--- src/rtl/mem_arbiter.sv ---
// rtl/mem_arbiter.sv - two-master round-robin memory arbiter with ack-timeout watchdog
module mem_arbiter #(
    parameter int ADDR_WIDTH = 64,
    parameter int DATA_WIDTH = 64,
    parameter int BYTE_NUM   = DATA_WIDTH / 8,
    parameter int TIMEOUT    = 255
) (
    input  logic                  clock,
    input  logic                  reset_n,
    input  logic                  m0_rd_en,
    input  logic                  m0_wr_en,
    input  logic [BYTE_NUM-1:0]   m0_byte_en,
    input  logic [ADDR_WIDTH-1:0] m0_addr,
    input  logic [DATA_WIDTH-1:0] m0_wr_data,
    output logic [DATA_WIDTH-1:0] m0_rd_data,
    output logic                  m0_ack,
    output logic                  m0_err,
    input  logic                  m1_rd_en,
    input  logic                  m1_wr_en,
    input  logic [BYTE_NUM-1:0]   m1_byte_en,
    input  logic [ADDR_WIDTH-1:0] m1_addr,
    input  logic [DATA_WIDTH-1:0] m1_wr_data,
    output logic [DATA_WIDTH-1:0] m1_rd_data,
    output logic                  m1_ack,
    output logic                  m1_err,
    output logic                  mem_rd_en,
    output logic                  mem_wr_en,
    output logic [BYTE_NUM-1:0]   mem_byte_en,
    output logic [ADDR_WIDTH-1:0] mem_addr,
    output logic [DATA_WIDTH-1:0] mem_wr_data,
    input  logic [DATA_WIDTH-1:0] mem_rd_data,
    input  logic                  mem_ack
);

    // Counter only ever reaches TIMEOUT-1 before the grant is released.
    localparam int CW = $clog2(TIMEOUT + 1);
    localparam logic [CW-1:0] CNT_LAST = CW'(TIMEOUT - 1);

    typedef enum logic [1:0] {IDLE, GRANT0, GRANT1} state_t;

    state_t          state_q, state_d;
    logic            last_grant_q, last_grant_d;
    logic [CW-1:0]   cnt_q, cnt_d;

    logic req0, req1, granted, sel1, req_g, complete, timeout_hit;

    // Decode the grant and the two ways a grant can finish with an ack.
    always_comb begin
        req0        = m0_rd_en | m0_wr_en;
        req1        = m1_rd_en | m1_wr_en;
        granted     = (state_q == GRANT0) || (state_q == GRANT1);
        sel1        = (state_q == GRANT1);
        req_g       = sel1 ? req1 : req0;
        complete    = granted && req_g && mem_ack;
        timeout_hit = granted && req_g && !mem_ack && (cnt_q == CNT_LAST);
    end

    // Slave port mux: granted master drives the bus, write beats read, watchdog kills enables.
    always_comb begin
        mem_rd_en   = 1'b0;
        mem_wr_en   = 1'b0;
        mem_byte_en = '0;
        mem_addr    = '0;
        mem_wr_data = '0;
        if (granted) begin
            mem_byte_en = sel1 ? m1_byte_en : m0_byte_en;
            mem_addr    = sel1 ? m1_addr    : m0_addr;
            mem_wr_data = sel1 ? m1_wr_data : m0_wr_data;
            mem_wr_en   = sel1 ? m1_wr_en   : m0_wr_en;
            mem_rd_en   = (sel1 ? m1_rd_en : m0_rd_en) & ~mem_wr_en;
            if (timeout_hit) begin
                mem_rd_en = 1'b0;
                mem_wr_en = 1'b0;
            end
        end
    end

    // Completion signalling back to the masters; only the owner ever sees ack or data.
    always_comb begin
        m0_ack     = (state_q == GRANT0) && (complete || timeout_hit);
        m1_ack     = (state_q == GRANT1) && (complete || timeout_hit);
        m0_err     = (state_q == GRANT0) && timeout_hit;
        m1_err     = (state_q == GRANT1) && timeout_hit;
        m0_rd_data = ((state_q == GRANT0) && complete) ? mem_rd_data : '0;
        m1_rd_data = ((state_q == GRANT1) && complete) ? mem_rd_data : '0;
    end

    // Round-robin arbitration in IDLE; grant held until ack, abort or timeout.
    always_comb begin
        state_d      = state_q;
        last_grant_d = last_grant_q;
        cnt_d        = cnt_q;
        case (state_q)
            IDLE: begin
                cnt_d = '0;
                if (req0 && (!req1 || last_grant_q)) begin
                    state_d      = GRANT0;
                    last_grant_d = 1'b0;
                end else if (req1) begin
                    state_d      = GRANT1;
                    last_grant_d = 1'b1;
                end
            end
            GRANT0, GRANT1: begin
                if (!req_g || mem_ack || timeout_hit) begin
                    state_d = IDLE;
                    cnt_d   = '0;
                end else begin
                    cnt_d = cnt_q + CW'(1);
                end
            end
            default: begin
                state_d = IDLE;
                cnt_d   = '0;
            end
        endcase
    end

    // State, round-robin pointer and watchdog counter registers.
    always_ff @(posedge clock or negedge reset_n) begin
        if (!reset_n) begin
            state_q      <= IDLE;
            last_grant_q <= 1'b1;
            cnt_q        <= '0;
        end else begin
            state_q      <= state_d;
            last_grant_q <= last_grant_d;
            cnt_q        <= cnt_d;
        end
    end

endmodule
--- config.mk ---
export PLATFORM = sky130hd
export DESIGN_NAME = mem_arbiter
export DESIGN_NICKNAME = d
export VERILOG_FILES = /design/src/rtl/mem_arbiter.sv
export SDC_FILE = /design/constraint.sdc
export NUM_CORES = 1
export LEC_CHECK = 0
export CAP_MARGIN = 0
export CORE_AREA = 5 5 233 235
export CTS_BUF_LIST = sky130_fd_sc_hd__clkbuf_4
export CTS_CLUSTER_SIZE = 8
export DETAILED_ROUTE_END_ITERATION = 6
export DIE_AREA = 0 0 238 240
export PLACE_DENSITY = 0.33
export SLEW_MARGIN = 20
export SYNTH_ARGS = -nofsm -noshare
export SYNTH_HDL_FRONTEND = slang
export SYNTH_SLANG_ARGS = --single-unit
--- constraint.sdc ---
create_clock -name clock -period 1.9 [get_ports clock]
set_clock_uncertainty 0.2 [all_clocks]
set_input_delay 0.19 -clock clock [delete_from_list [all_inputs] [get_ports clock]]
set_output_delay 0.19 -clock clock [all_outputs]
set_load 0.02 [all_outputs]
; Yosys cells after proc, flatten, opt, wreduce, memory -nomap -nowiden
; Index checks and enable logic that the tools add are counted.
[word_totals]
register_bits = 11
in_bits = 343
out_inout_bits = 270
wordCells = 60
[classes]
addsub = 1
n_eq_ne = 5
mux = 23
n_bitwise = 4
n_reduce_logical = 24
[op_table]
columns = cell, n
row1 = 64-bit 2-to-1 mux, 6
row2 = 8-bit 2-to-1 mux, 4
row3 = 1-bit logical AND, 11
row4 = 1-bit 2-to-1 mux, 9
row5 = 8-bit by 1-bit adder with 8-bit output (second input constant), 1
row6 = 8-bit == test (second input constant), 1
row7 = 2-bit 2-to-1 mux, 3
row8 = 1-bit logical OR, 5
row9 = 2-bit case mux with 2 select lines, 1
row10 = 2-bit AND reduction, 2
row11 = 1-bit zero test, 3
row12 = 3-bit inequality test (second input constant), 1
row13 = 2-bit by 1-bit == test with 1-bit output (second input constant), 1
row14 = 2-bit == test (second input constant), 1
row15 = 2-bit zero test, 1
row16 = 2-bit inequality test (second input constant), 1
row17 = 1-bit bitwise OR, 2
row18 = 2-bit nonzero test, 1
row19 = 2-bit OR reduction, 1
row20 = 1-bit bitwise AND, 1
row21 = 1-bit NOT, 1

; Logic depth before layout (Yosys ltp)
[depth]
word_depth = 8
mapped_depth = 8
depth_no_buf = 6

; Least setup slack after synthesis
; No wires, ideal clock.
[synth_path]
kind = reg-to-output
from = register state_q[0]
to = output mem_addr[30]
arrival_time_ns = 1.787
required_time_ns = 1.510
slack_ns = -0.277
path_stages_with_launch = 8
path_buffers = 3
path_cell_list = dfrtp_1 -> inv_1 -> ha_1 -> inv_1 -> clkbuf_1 -> clkbuf_1 -> clkbuf_1 -> nor2_1
[synth_between]
elab_chain_len = 3
word_cells_on_any_way = 5
classes_between = 2 x eq/ne / 2 x mux / 1 x reduce/logical
[synth_rtl]
columns = item, line
row1 = from (decl), 41  ; state_t state_q, state_d;
row2 = from (signal assigned), 126  ; state_q <= state_d;
row3 = 2-bit == test or 2-bit by 1-bit == test with 1-bit output (tied branches), "51, 52"
row4 = 64-bit 2-to-1 mux or 1-bit logical OR (tied branches), "67, 51"
row5 = 64-bit 2-to-1 mux (*), 65  ; if (granted) begin
row6 = to (decl), 29  ; output logic [ADDR_WIDTH-1:0] mem_addr,
; Every way passes the cells marked *; elsewhere a longest branch is shown, timed or not.

; Worst setup path in the final report
[layout_path]
from = register state_q[1]
to = output m0_rd_data[60]
[layout_between]
elab_chain_len = 6
word_cells_on_any_way = 8
classes_between = 2 x eq/ne / 2 x mux / 4 x reduce/logical
[layout_rtl]
columns = item, line
row1 = 2-bit == test or 2-bit by 1-bit == test with 1-bit output (tied branches), "51, 52, 84"
row2 = 1-bit 2-to-1 mux or 1-bit logical OR (tied branches), "53, 51"
row3 = 1-bit logical AND (2 in series), 54  ; complete = granted && req_g && mem_ack;
row4 = 1-bit logical AND (*), 84  ; m0_rd_data = ((state_q == GRANT0) && complete) ? mem_rd_data : '0;
row5 = 64-bit 2-to-1 mux (*), 84
row6 = to (decl), 15  ; output logic [DATA_WIDTH-1:0] m0_rd_data,
; Marks and branches as above.

==> results.md <==
- HP Class: in -> async
- Failing checks: setup timing
- Die X: 238 um
- Syn Nets: 872
- Post-Route M1 WL: 13.7 mm
- Setup TNS: -119.66 ns
- Most frequent cells in the layout: 342 x clkdlybuf4s50_1, 174 x buf_4, 125 x buf_6
- Routed len/inst: 20.3 um
- WL met2: 21.2 mm
- Largest net degree at the start of global routing: 25
- Core area: 52000 um2
- Full die area: 57100 um2
- CTS buffer count: 3
- Drt pass-1 iters: 4
- Hold Vio Cnt, Final: 0
- Slew @ Worst Pin: 0.547 ns
- Worst slack, placed: -0.921 ns
- Nets: 1586
- Post-DP HPWL: 31.3 mm
- DRT antenna net count: 0
- Port bufs: 612
- CTS root buffer: clkbuf_4
- Share of cells above drive strength 1: 55.7%
- DRT iter0 DRCs: 87
- Maximum root-to-sink buffer count: 2
- P per Cell Area: 1330 nW/um2
- Max Used Layer: met5
- Global-route wire length before repair: 50.5 mm
- Worst Setup Path Type: reg -> out
- CTS tree: built
- Worst Path Arrival: 2.06 ns
- Gr ovfl total: 0
- Seq/Total Area, Yosys: 7.78%
- Total wire length: 39.2 mm
- Final GP Congestion: 0.750
- Worst Path Max Fanout: 16
- Total GRT Usage: 12.0%
- Syn Std Cell Area: 3550 um2
- RSZ-0062 raised after global routing: true
- Maximum Capacitance Violations: 0
- Syn_area_per_cell: 6.78 um2
- Setup crit start kind: register
- Period utilization: 129%
- Vias per cell: 3.38
- Placement Rows: 84
- Post-Syn Instances: 524
- Seq cells post-synth: 11
- Dpl cells: 1825
- Fin cells: 1928
- Outcome: complete, but fails checks
- Final slew viol count: 0
- I/O pins: 613
- CTS H-tree lvls: 1
- Min cycle time layout: 2.45 ns
- TritonCTS Sinks: 11
- Reg clk slew, reported paths: 0.08 ns
- Fill cells: 5682
- Relative max-transition margin: 63.4%
- Count of cell types in the netlist: 27
- Required time of the critical path: 1.51 ns
- Final setup fails: 280
- Final core occ: 25.5%
- Detail Route met3 WL: 3.60 mm
- Initial Utilization: 6.83%
- Die height: 240 um
- Setup ws final: -0.547 ns
- Number of vias in the routed layout: 6507
- Worst IR Drop VDD: 0.781 mV
- Synth Warn #: 0
- Fmax: 409 MHz
- Clock latency on the worst-skew pair: 0.26 ns
- Crit path capture type: output port
- P_leak: 0.00558 uW
- Number of global-route vias before repair: 6779
- Post-route DRC: 0
- Area grow syn2layout: 273%
- Most common cell after layout, fill and taps aside: clkdlybuf4s50_1
- Initial antenna violation count: 8
[worst max-delay path, stage by stage (launching register included)]
cell and delay [ns]:
dfrtp_1 0.41, buf_6 0.13, ha_4 0.17, buf_12 0.14, a211oi_4 0.24, buf_6 0.15, buf_12 0.11, buf_16 0.14
and2_1 0.13, buf_2 0.16
[sequential cells by signal, indices dropped and copies added (netlist names)]
register and flops:
state_q 2, last_grant_q 1, cnt_q 8
[cells by family (layout without fill, tap and decap cells)]
family,Yosys count,in the layout,synth area share [%]
AND/OR/NAND/NOR,299,299,41.6
other,0,3,0
AO/OA/AOI/OAI,14,14,2.64
flip-flops,11,11,7.78
XOR/XNOR,6,6,1.48
adder cells (fa/ha/maj),5,5,1.76
multiplexers,137,137,38.6
buffers and inverters,52,765,6.13
[synth_stat cells (all sizes together)]
| master | number | area (um2) |
|---|---|---|
| and2 | 130 | 813 |
| nand2 | 4 | 15.0 |
| a2111o | 1 | 11.3 |
| inv | 6 | 22.5 |
| nand3 | 5 | 25.0 |
| xnor2 | 1 | 8.76 |
| nor3b | 1 | 7.51 |
| mux2i | 137 | 1370 |
| and3 | 1 | 6.26 |
| nand2b | 1 | 6.26 |
| dfrtp | 10 | 250 |
| nor3 | 1 | 5.00 |
| and4 | 2 | 17.5 |
| xor2 | 5 | 43.8 |
| o21ai | 7 | 35.0 |
| nand4 | 2 | 12.5 |
| buf | 16 | 82.6 |
| nor2 | 152 | 571 |
| clkbuf | 30 | 113 |
| a22o | 1 | 8.76 |
| a21o | 2 | 15.0 |
| dfstp | 1 | 26.3 |
| a32o | 1 | 10.0 |
| ha | 5 | 62.6 |
| a31oi | 1 | 6.26 |
| a211oi | 1 | 7.51 |
[final timing paths]
check	startpoint	to	slack, ns	cells past startpoint
setup / recovery	state_q[1]$_DFFE_PN0P_	m0_rd_data[60]	-0.55	9
hold / removal	reset_n	cnt_q[0]$_DFF_PN0_	0.08	1
max in group asynchronous	reset_n	last_grant_q$_DFFE_PN1P_	1.05	1
hold reg to reg	last_grant_q$_DFFE_PN1P_	last_grant_q$_DFFE_PN1P_	0.30	2
setup reg to reg	state_q[1]$_DFFE_PN0P_	cnt_q[7]$_DFF_PN0_	-0.24	8
min in group clock	last_grant_q$_DFFE_PN1P_	last_grant_q$_DFFE_PN1P_	0.30	2
[report_power, final]
part / total, uW / switching [uW] / internal, uW
clock: 174 / 78.3 / 95.3
combinational: 17200 / 8190 / 8970
sequential: 312 / 29.7 / 283
[per-layer routing]
metal,global-route usage [%],vias up
met5,0,-
met4,2.64,4
met3,3.75,35
met2,23.1,406
met1,12.9,2902
li1,-,3160
[cell type report]
cell class / count / area, um2 / area share (%)
sequential: 11 / 277 / 2.09
antenna: 3 / 7.51 / 0.0566
clock buffer: 4 / 30.0 / 0.227
multi-input combinational: 461 / 4280 / 32.3
tap: 688 / 861 / 6.49
inverter: 6 / 27.5 / 0.208
timing repair buffer: 755 / 7770 / 58.6
[metrics by stage]
| step | power (uW) | area [um2] | hold slack [ns] |
|---|---|---|---|
| finish | 17600 | 13300 | 0.0785 |
| global route | 18600 | 13300 | 0.106 |
| CTS | 14700 | 11800 | 0.0983 |
| detailed placement | 12600 | 11300 | 0.286 |
| global placement | 12700 | 11300 | 0.298 |
| floorplan | 6220 | 3970 | -0.306 |
[what timing repair did]
action,CTS,global route
setup buffers,13,62
cloned,14,7
hold buffers,0,0
resized for setup,932,545
pin swaps,9,11
setup endpoints to repair,280,280
No activity file was read; power rests on OpenSTA's default activity.
